File: config.mk
export PLATFORM = sky130hd
export DESIGN_NAME = bnn_frame_ctrl_flat
export DESIGN_NICKNAME = d
export VERILOG_FILES = /design/src/rtl/bnn_frame_ctrl_if.sv /design/src/rtl/bnn_frame_ctrl.sv /design/src/flat_wrapper.sv
export SDC_FILE = /design/constraint.sdc
export NUM_CORES = 1
export LEC_CHECK = 0
export CAP_MARGIN = 30
export CORE_MARGIN = 2
export CORE_UTILIZATION = 41
export DETAILED_ROUTE_END_ITERATION = 10
export GPL_TIMING_DRIVEN = 0
export MAX_ROUTING_LAYER = met4
export PLACE_DENSITY = 0.73
export SLEW_MARGIN = 5
export SYNTH_ARGS = -nofsm -noshare
export SYNTH_HDL_FRONTEND = slang
export SYNTH_SLANG_ARGS = --single-unit
File: constraint.sdc
create_clock -name clk -period 3.4 [get_ports clk]
set_input_delay 0.68 -clock clk [delete_from_list [all_inputs] [get_ports clk]]
set_output_delay 0.68 -clock clk [all_outputs]
set_load 0.03 [all_outputs]
File: src/rtl/bnn_frame_ctrl_if.sv
// bnn_frame_ctrl_if
//
// Bundles every handshake and bus signal of the BNN frame sequencer.
//
// Port summary:
//   master modport - the frame controller side. It samples the SPI byte
//                    stream, inference completion, result acknowledge and
//                    abort. It drives the receiver arm and acknowledge, the
//                    image buffer write port, the inference launch, the
//                    result and the status flags.
//   slave modport  - the surrounding system: SPI receiver, image buffer,
//                    inference core and software, viewed from the far side.
interface bnn_frame_ctrl_if #(
    parameter int IMG_BYTE_COUNT = 113
) ();
    localparam int ADDR_W = $clog2(IMG_BYTE_COUNT);

    // SPI receiver side
    logic [7:0]        spi_rx_data;
    logic              spi_byte_valid;
    logic              byte_taken;
    logic              rx_enable;

    // Image buffer write port
    logic              buf_we;
    logic [ADDR_W-1:0] buf_addr;
    logic [7:0]        buf_wdata;

    // Inference core
    logic              infer_start;
    logic              infer_done;
    logic [3:0]        infer_result;

    // Result hand-off and control/status
    logic              result_valid;
    logic [3:0]        result;
    logic              result_ack;
    logic              abort;
    logic [ADDR_W-1:0] byte_count;
    logic              frame_error;
    logic              overrun;

    modport master (
        input  spi_rx_data, spi_byte_valid, infer_done, infer_result,
               result_ack, abort,
        output byte_taken, rx_enable, buf_we, buf_addr, buf_wdata,
               infer_start, result_valid, result, byte_count,
               frame_error, overrun
    );

    modport slave (
        output spi_rx_data, spi_byte_valid, infer_done, infer_result,
               result_ack, abort,
        input  byte_taken, rx_enable, buf_we, buf_addr, buf_wdata,
               infer_start, result_valid, result, byte_count,
               frame_error, overrun
    );
endinterface

File: src/rtl/bnn_frame_ctrl.sv
// bnn_frame_ctrl
//
// Frame sequencer between the SPI byte receiver and the BNN inference core.
// It arms the receiver and writes IMG_BYTE_COUNT bytes into the image buffer.
// It then launches one inference and holds the class index until software
// acknowledges it. After the acknowledge it re-arms for the next frame.
// It also handles the frame-level errors: inter-byte timeout, inference
// timeout, overrun and abort.
//
// Ports:
//   clk   - system clock; all logic on posedge
//   rst_n - asynchronous active-low reset
//   bus   - bnn_frame_ctrl_if.master carrying the SPI handshake, the buffer
//           write port, the inference handshake, the result and the status
//           flags
module bnn_frame_ctrl #(
    parameter int IMG_BYTE_COUNT = 113,
    parameter int TIMEOUT_CYCLES = 100000
) (
    input  logic             clk,
    input  logic             rst_n,
    bnn_frame_ctrl_if.master bus
);
    localparam int ADDR_W = $clog2(IMG_BYTE_COUNT);
    localparam int TMR_W  = $clog2(TIMEOUT_CYCLES + 1);
    localparam logic [ADDR_W-1:0] LAST_IDX = ADDR_W'(IMG_BYTE_COUNT - 1);

    typedef enum logic [2:0] {
        IDLE,
        RECEIVE,
        START,
        INFER,
        REPORT
    } state_t;

    state_t           state;
    logic [TMR_W-1:0] timer;
    logic             accept;
    logic             timeout;

    // The receiver only drops a byte after it is taken. So the acknowledge
    // must be combinational in the same cycle as spi_byte_valid.
    assign accept          = (state == RECEIVE) && bus.spi_byte_valid && !bus.abort;
    assign bus.byte_taken  = accept;
    assign timeout         = (timer == TMR_W'(TIMEOUT_CYCLES));

    // This block holds the whole sequencer. Every visible output except
    // byte_taken is registered here, alongside the state transition that
    // implies it. buf_we and infer_start are single-cycle strobes, so they
    // default low each cycle. abort takes priority over all other activity.
    always_ff @(posedge clk or negedge rst_n) begin
        if (!rst_n) begin
            state            <= IDLE;
            timer            <= '0;
            bus.rx_enable    <= 1'b0;
            bus.buf_we       <= 1'b0;
            bus.buf_addr     <= '0;
            bus.buf_wdata    <= '0;
            bus.infer_start  <= 1'b0;
            bus.result_valid <= 1'b0;
            bus.result       <= '0;
            bus.byte_count   <= '0;
            bus.frame_error  <= 1'b0;
            bus.overrun      <= 1'b0;
        end else begin
            bus.buf_we      <= 1'b0;
            bus.infer_start <= 1'b0;

            if (bus.abort) begin
                state            <= IDLE;
                timer            <= '0;
                bus.rx_enable    <= 1'b0;
                bus.result_valid <= 1'b0;
                bus.byte_count   <= '0;
                bus.frame_error  <= 1'b0;
                bus.overrun      <= 1'b0;
            end else begin
                if (bus.spi_byte_valid && (state != RECEIVE)) begin
                    bus.overrun <= 1'b1;
                end

                case (state)
                    IDLE: begin
                        state          <= RECEIVE;
                        timer          <= '0;
                        bus.rx_enable  <= 1'b1;
                        bus.byte_count <= '0;
                    end

                    RECEIVE: begin
                        if (accept) begin
                            timer         <= '0;
                            bus.buf_we    <= 1'b1;
                            bus.buf_addr  <= bus.byte_count;
                            bus.buf_wdata <= bus.spi_rx_data;
                            // The first byte of a new frame is what clears
                            // the errors left over from the previous frame.
                            if (bus.byte_count == '0) begin
                                bus.frame_error <= 1'b0;
                                bus.overrun     <= 1'b0;
                            end
                            if (bus.byte_count == LAST_IDX) begin
                                state           <= START;
                                bus.byte_count  <= '0;
                                bus.rx_enable   <= 1'b0;
                                bus.infer_start <= 1'b1;
                            end else begin
                                bus.byte_count <= bus.byte_count + ADDR_W'(1);
                            end
                        end else if (bus.byte_count == '0) begin
                            // The receiver may idle indefinitely between frames.
                            timer <= '0;
                        end else if (timeout) begin
                            // Drop the partial frame and wait for a fresh one.
                            timer           <= '0;
                            bus.byte_count  <= '0;
                            bus.frame_error <= 1'b1;
                        end else begin
                            timer <= timer + TMR_W'(1);
                        end
                    end

                    START: begin
                        state <= INFER;
                        timer <= '0;
                    end

                    INFER: begin
                        if (bus.infer_done) begin
                            state            <= REPORT;
                            timer            <= '0;
                            bus.result       <= bus.infer_result;
                            bus.result_valid <= 1'b1;
                        end else if (timeout) begin
                            state           <= IDLE;
                            timer           <= '0;
                            bus.frame_error <= 1'b1;
                        end else begin
                            timer <= timer + TMR_W'(1);
                        end
                    end

                    REPORT: begin
                        if (bus.result_ack) begin
                            state            <= IDLE;
                            bus.result_valid <= 1'b0;
                        end
                    end

                    default: begin
                        state <= IDLE;
                    end
                endcase
            end
        end
    end
endmodule

File: src/flat_wrapper.sv
// flat-port wrapper written by rule: the top's interface ports become plain ports
module bnn_frame_ctrl_flat 
#(
    parameter int IMG_BYTE_COUNT = 113,
    parameter int TIMEOUT_CYCLES = 100000
)
  (clk, rst_n, bus_spi_rx_data, bus_spi_byte_valid, bus_infer_done, bus_infer_result, bus_result_ack, bus_abort, bus_byte_taken, bus_rx_enable, bus_buf_we, bus_buf_addr, bus_buf_wdata, bus_infer_start, bus_result_valid, bus_result, bus_byte_count, bus_frame_error, bus_overrun);
  bnn_frame_ctrl_if #(.IMG_BYTE_COUNT(IMG_BYTE_COUNT)) bus_i ();
  input  logic clk;
  input  logic rst_n;
  input wire logic [$bits(bus_i.spi_rx_data)-1:0] bus_spi_rx_data;
  input wire logic [$bits(bus_i.spi_byte_valid)-1:0] bus_spi_byte_valid;
  input wire logic [$bits(bus_i.infer_done)-1:0] bus_infer_done;
  input wire logic [$bits(bus_i.infer_result)-1:0] bus_infer_result;
  input wire logic [$bits(bus_i.result_ack)-1:0] bus_result_ack;
  input wire logic [$bits(bus_i.abort)-1:0] bus_abort;
  output wire logic [$bits(bus_i.byte_taken)-1:0] bus_byte_taken;
  output wire logic [$bits(bus_i.rx_enable)-1:0] bus_rx_enable;
  output wire logic [$bits(bus_i.buf_we)-1:0] bus_buf_we;
  output wire logic [$bits(bus_i.buf_addr)-1:0] bus_buf_addr;
  output wire logic [$bits(bus_i.buf_wdata)-1:0] bus_buf_wdata;
  output wire logic [$bits(bus_i.infer_start)-1:0] bus_infer_start;
  output wire logic [$bits(bus_i.result_valid)-1:0] bus_result_valid;
  output wire logic [$bits(bus_i.result)-1:0] bus_result;
  output wire logic [$bits(bus_i.byte_count)-1:0] bus_byte_count;
  output wire logic [$bits(bus_i.frame_error)-1:0] bus_frame_error;
  output wire logic [$bits(bus_i.overrun)-1:0] bus_overrun;
  assign bus_i.spi_rx_data = bus_spi_rx_data;
  assign bus_i.spi_byte_valid = bus_spi_byte_valid;
  assign bus_i.infer_done = bus_infer_done;
  assign bus_i.infer_result = bus_infer_result;
  assign bus_i.result_ack = bus_result_ack;
  assign bus_i.abort = bus_abort;
  assign bus_byte_taken = bus_i.byte_taken;
  assign bus_rx_enable = bus_i.rx_enable;
  assign bus_buf_we = bus_i.buf_we;
  assign bus_buf_addr = bus_i.buf_addr;
  assign bus_buf_wdata = bus_i.buf_wdata;
  assign bus_infer_start = bus_i.infer_start;
  assign bus_result_valid = bus_i.result_valid;
  assign bus_result = bus_i.result;
  assign bus_byte_count = bus_i.byte_count;
  assign bus_frame_error = bus_i.frame_error;
  assign bus_overrun = bus_i.overrun;
  bnn_frame_ctrl #(.IMG_BYTE_COUNT(IMG_BYTE_COUNT), .TIMEOUT_CYCLES(TIMEOUT_CYCLES)) u_core (.clk(clk), .rst_n(rst_n), .bus(bus_i));
endmodule
==> summary.md, run 1 <==
| Metric | Value |
|---|---|
| Ys async rst share | `100%` |
| Buffers inserted by post-CTS timing repair | `0` |
| # diodes | `0` |
| Post-DP HPWL | `between 4000 and 5000 um` |
| Clk_skew | `around 0.0057 ns` |
| Sink Count | `52` |
| Die span in x | `83.2 um` |
| Pleak | `between 0.001 and 0.0015 uW` |
| Antenna viol nets, final | `0` |
| Row cnt | `28` |
| Avg Inst Size Synth | `9.55 um2` |
| Initial Util | `~43%` |
| Worst-path clk slew | `approximately 0.090 ns` |
| Total CTS buffers | `5` |
| RSZ-0062 raised after global routing | `false` |
| Worst Hold Class | `primary input to async pin` |
| GR Util All Layers | `18.1%` |
| TNS Setup | `0 ns` |
| Count leader, synth | `dfrtp_1` |
| Die area | `0.00692 mm2` |
| I/O pins | `51` |
| Via count | `2200` |
| Die Ht | `between 80 and 90 um` |
| Area Overhead vs Synth | `27.7%` |
| Design area | `0.00328 mm2` |
| PD cells | `376 mW/mm2` |
| Status | `completed` |
| Largest net degree at the start of global routing | `32` |
| GR Overflow Total | `0` |
| Clk_lat worst skew | `0.30 ns` |
| CTS tree | `done` |
| Routed len/inst | `around 14 um` |
| Post-CTS Resized | `1` |
| Time the worst path needs with I/O delays and setup | `3.14 ns` |
| Mapped Nets | `291` |
| Max-Cap Viols | `0` |
| Seq/Total Area, Yosys | `roughly 51%` |
| First-pass GRT wire length | `roughly 10000 um` |
| CP arrival | `between 2 and 2.5 ns` |
| Worst vdd ir | `0.306 mV` |
| Endpoints failing hold | `0` |
| Crit end category | `output port` |
| Hold-fix buffers, CTS | `0` |
| Slew Viols, Final | `0` |
| Prevailing post-synth register cell | `dfrtp_1` |
| Vias in the first global route | `2179` |
| 1st-iter DRT viols | `172` |
| Final setup viols | `0` |
| Synth Instances | `269` |
| # port buffers | `50` |
| Crit Path Category | `primary input to output port` |
| CTS root buf | `clkbuf_8` |
| Final #Nets | `348` |
| Yosys reg bits | `52` |
| Share of cells above drive strength 1 | `8.87%` |
| Yosys warnings | `0` |
| Fmax | `318 MHz` |
| Least-Margin Pin Slew | `around 0.60 ns` |
| Final WL | `5810 um` |
| CP required | `2.72 ns` |
| Final period util | `between 90% and 100%` |
| Synth cell types | `39` |
| DRC violation count after routing | `0` |
| Max FO, Critical Path | `11` |
| Max clock buf depth | `2` |
| Post-synth EDFFs | `0` |
| Crit path cell chain | `clkdlybuf4s50_1 > nor4b_2 > nand2_1 > inv_1 > dlygate4sd2_1` |
| Fillers | `517` |
| Slew headroom | `59.5%` |
| Dpl cell area | `0.00318 mm2` |
| Critical Path Source Type | `primary input` |
| Drt via density | `5.47` |
| Initial antenna violation count | `0` |
| Post-synthesis cell area | `0.00257 mm2` |
| 1st-pass router iterations | `4` |
| Core box area | `0.00599 mm2` |
| Synth top area share | `50.6%` |
| Largest stage delay, worst path | `0.45 ns` |
| R2R setup slack | `1.10 ns` |
| Slowest-stage cell, CP | `clkdlybuf4s50_1` |
| H-tree depth | `2` |
| Top cell type by total area after synthesis | `dfrtp_1` |
| Placer Congestion | `0.815` |
| Post-synth top cells | `dfrtp_1 (52), nand2_1 (47), nor2_1 (18)` |
| Area contributors post-synth | `dfrtp_1 (51%), nand2_1 (6.9%), mux2_2 (3.9%)` |
report_power, final:
group	switching (uW)	internal (uW)	total [uW]	leakage, uW
registers	10.6	638	648	0.000709
logic	94.4	68.5	163	0.000705
clock network	204	219	422	0.0000552
total	309	925	1230	0.00147
layout make-up:
| type | count | area (um2) | share of cell area, % |
|---|---|---|---|
| clock buffers | 6 | 72.6 | 2.21 |
| repair buffers | 51 | 514 | 15.7 |
| multi-input cells | 197 | 1190 | 36.3 |
| plain buffers | 11 | 45.0 | 1.37 |
| well taps | 75 | 93.8 | 2.86 |
| flip-flops and latches | 52 | 1300 | 39.6 |
| inverters | 8 | 30.0 | 0.915 |
| clock inverters | 2 | 35.0 | 1.07 |
layout by cell type (no fill, tap or decap), types with 3 or more instances in the layout:
cell	netlist	routed
a41oi_1	3	3
a21oi_1	13	13
nor3_1	11	11
buf_2	3	4
nand2b_1	8	8
clkbuf_1	9	9
nand3_1	10	10
a22o_1	5	5
clkdlybuf4s50_1	0	48
dfrtp_1	52	52
xor2_1	3	3
o31ai_1	3	3
inv_1	8	8
nand2_1	47	47
and4_1	4	4
mux2_2	9	9
ha_1	4	4
nor2b_1	4	4
and3_1	4	4
nor2_1	18	18
clkbuf_8	0	5
a31oi_1	15	15
o21ai_0	14	14
sequential cells by signal (all words and copies together), names as in the netlist, 3 cells and up:
register / flops
u_core.bus.buf_addr: 7
u_core.bus.buf_wdata: 8
u_core.bus.byte_count: 7
u_core.bus.result: 4
u_core.state: 3
u_core.timer: 17
cell families after synthesis:
logic type	after synthesis	share of synthesized area [%]
AO/OA/AOI/OAI	62	15.7
XOR/XNOR	4	1.36
buffers and inverters	20	3.07
multiplexers	9	3.94
AND/OR/NAND/NOR	118	23.3
flip-flops	52	50.6
adder cells (fa/ha/maj)	4	1.95
per-layer routing:
| layer | global-route usage, % | up-vias | share of wire [%] |
|---|---|---|---|
| met2 | 28.7 | 51 | 47 |
| li1 | - | 1075 | - |
| met3 | 2.78 | 11 | 3.5 |
| met4 | 6.11 | 0 | 1.8 |
| met5 | - | - | 0 |
| met1 | 24.0 | 1063 | 48 |
final timing paths:
kind                                               start                 endpoint  cells past startpoint
max in group asynchronous                          rst_n          u_core.state[0]                      2
worst max register to register  u_core.bus.byte_count[0]          u_core.timer[6]                      8
min in group clk                  u_core.bus.buf_addr[0]   u_core.bus.buf_addr[0]                      2
worst min register to register    u_core.bus.buf_addr[0]   u_core.bus.buf_addr[0]                      2
worst max-delay path                           bus_abort           bus_byte_taken                      5
worst min-delay path                               rst_n  u_core.bus.buf_wdata[6]                      1
per-stage QoR:
| stage | utilization, % | total power (uW) | instances | hold WS, ns | worst slack, ns |
|---|---|---|---|---|---|
| 2_1_floorplan | - | 739 | 269 | 0.384 | 1.03 |
| 3_3_place_gp | 52.8 | 822 | 394 | 0.459 | -0.233 |
| 3_5_place_dp | 53.1 | 826 | 395 | 0.464 | -0.215 |
| 4_1_cts | 54.8 | 1250 | 403 | 0.352 | 0.0763 |
| 5_1_grt | 54.8 | 1290 | 402 | 0.369 | 0.105 |
| 6_report | 54.8 | 1230 | 402 | 0.333 | 0.258 |
critical path: cells and delay by family:
kind / cells / cell delay (ns)
buf+inv: 3 / 1.19
simple gates: 2 / 0.58
(Power assumes the default switching activity.)
==> inputs of run 2 (changes only) <==
--- a/config.mk
+++ b/config.mk
@@ -9,6 +9,7 @@
 export CORE_MARGIN = 2
 export CORE_UTILIZATION = 41
 export DETAILED_ROUTE_END_ITERATION = 10
+export GPL_ROUTABILITY_DRIVEN = 0
 export GPL_TIMING_DRIVEN = 0
 export MAX_ROUTING_LAYER = met4
 export PLACE_DENSITY = 0.73
==> results of run 2 <==
Same layout as run 1: the final DEF is identical, and so are final timing and power.
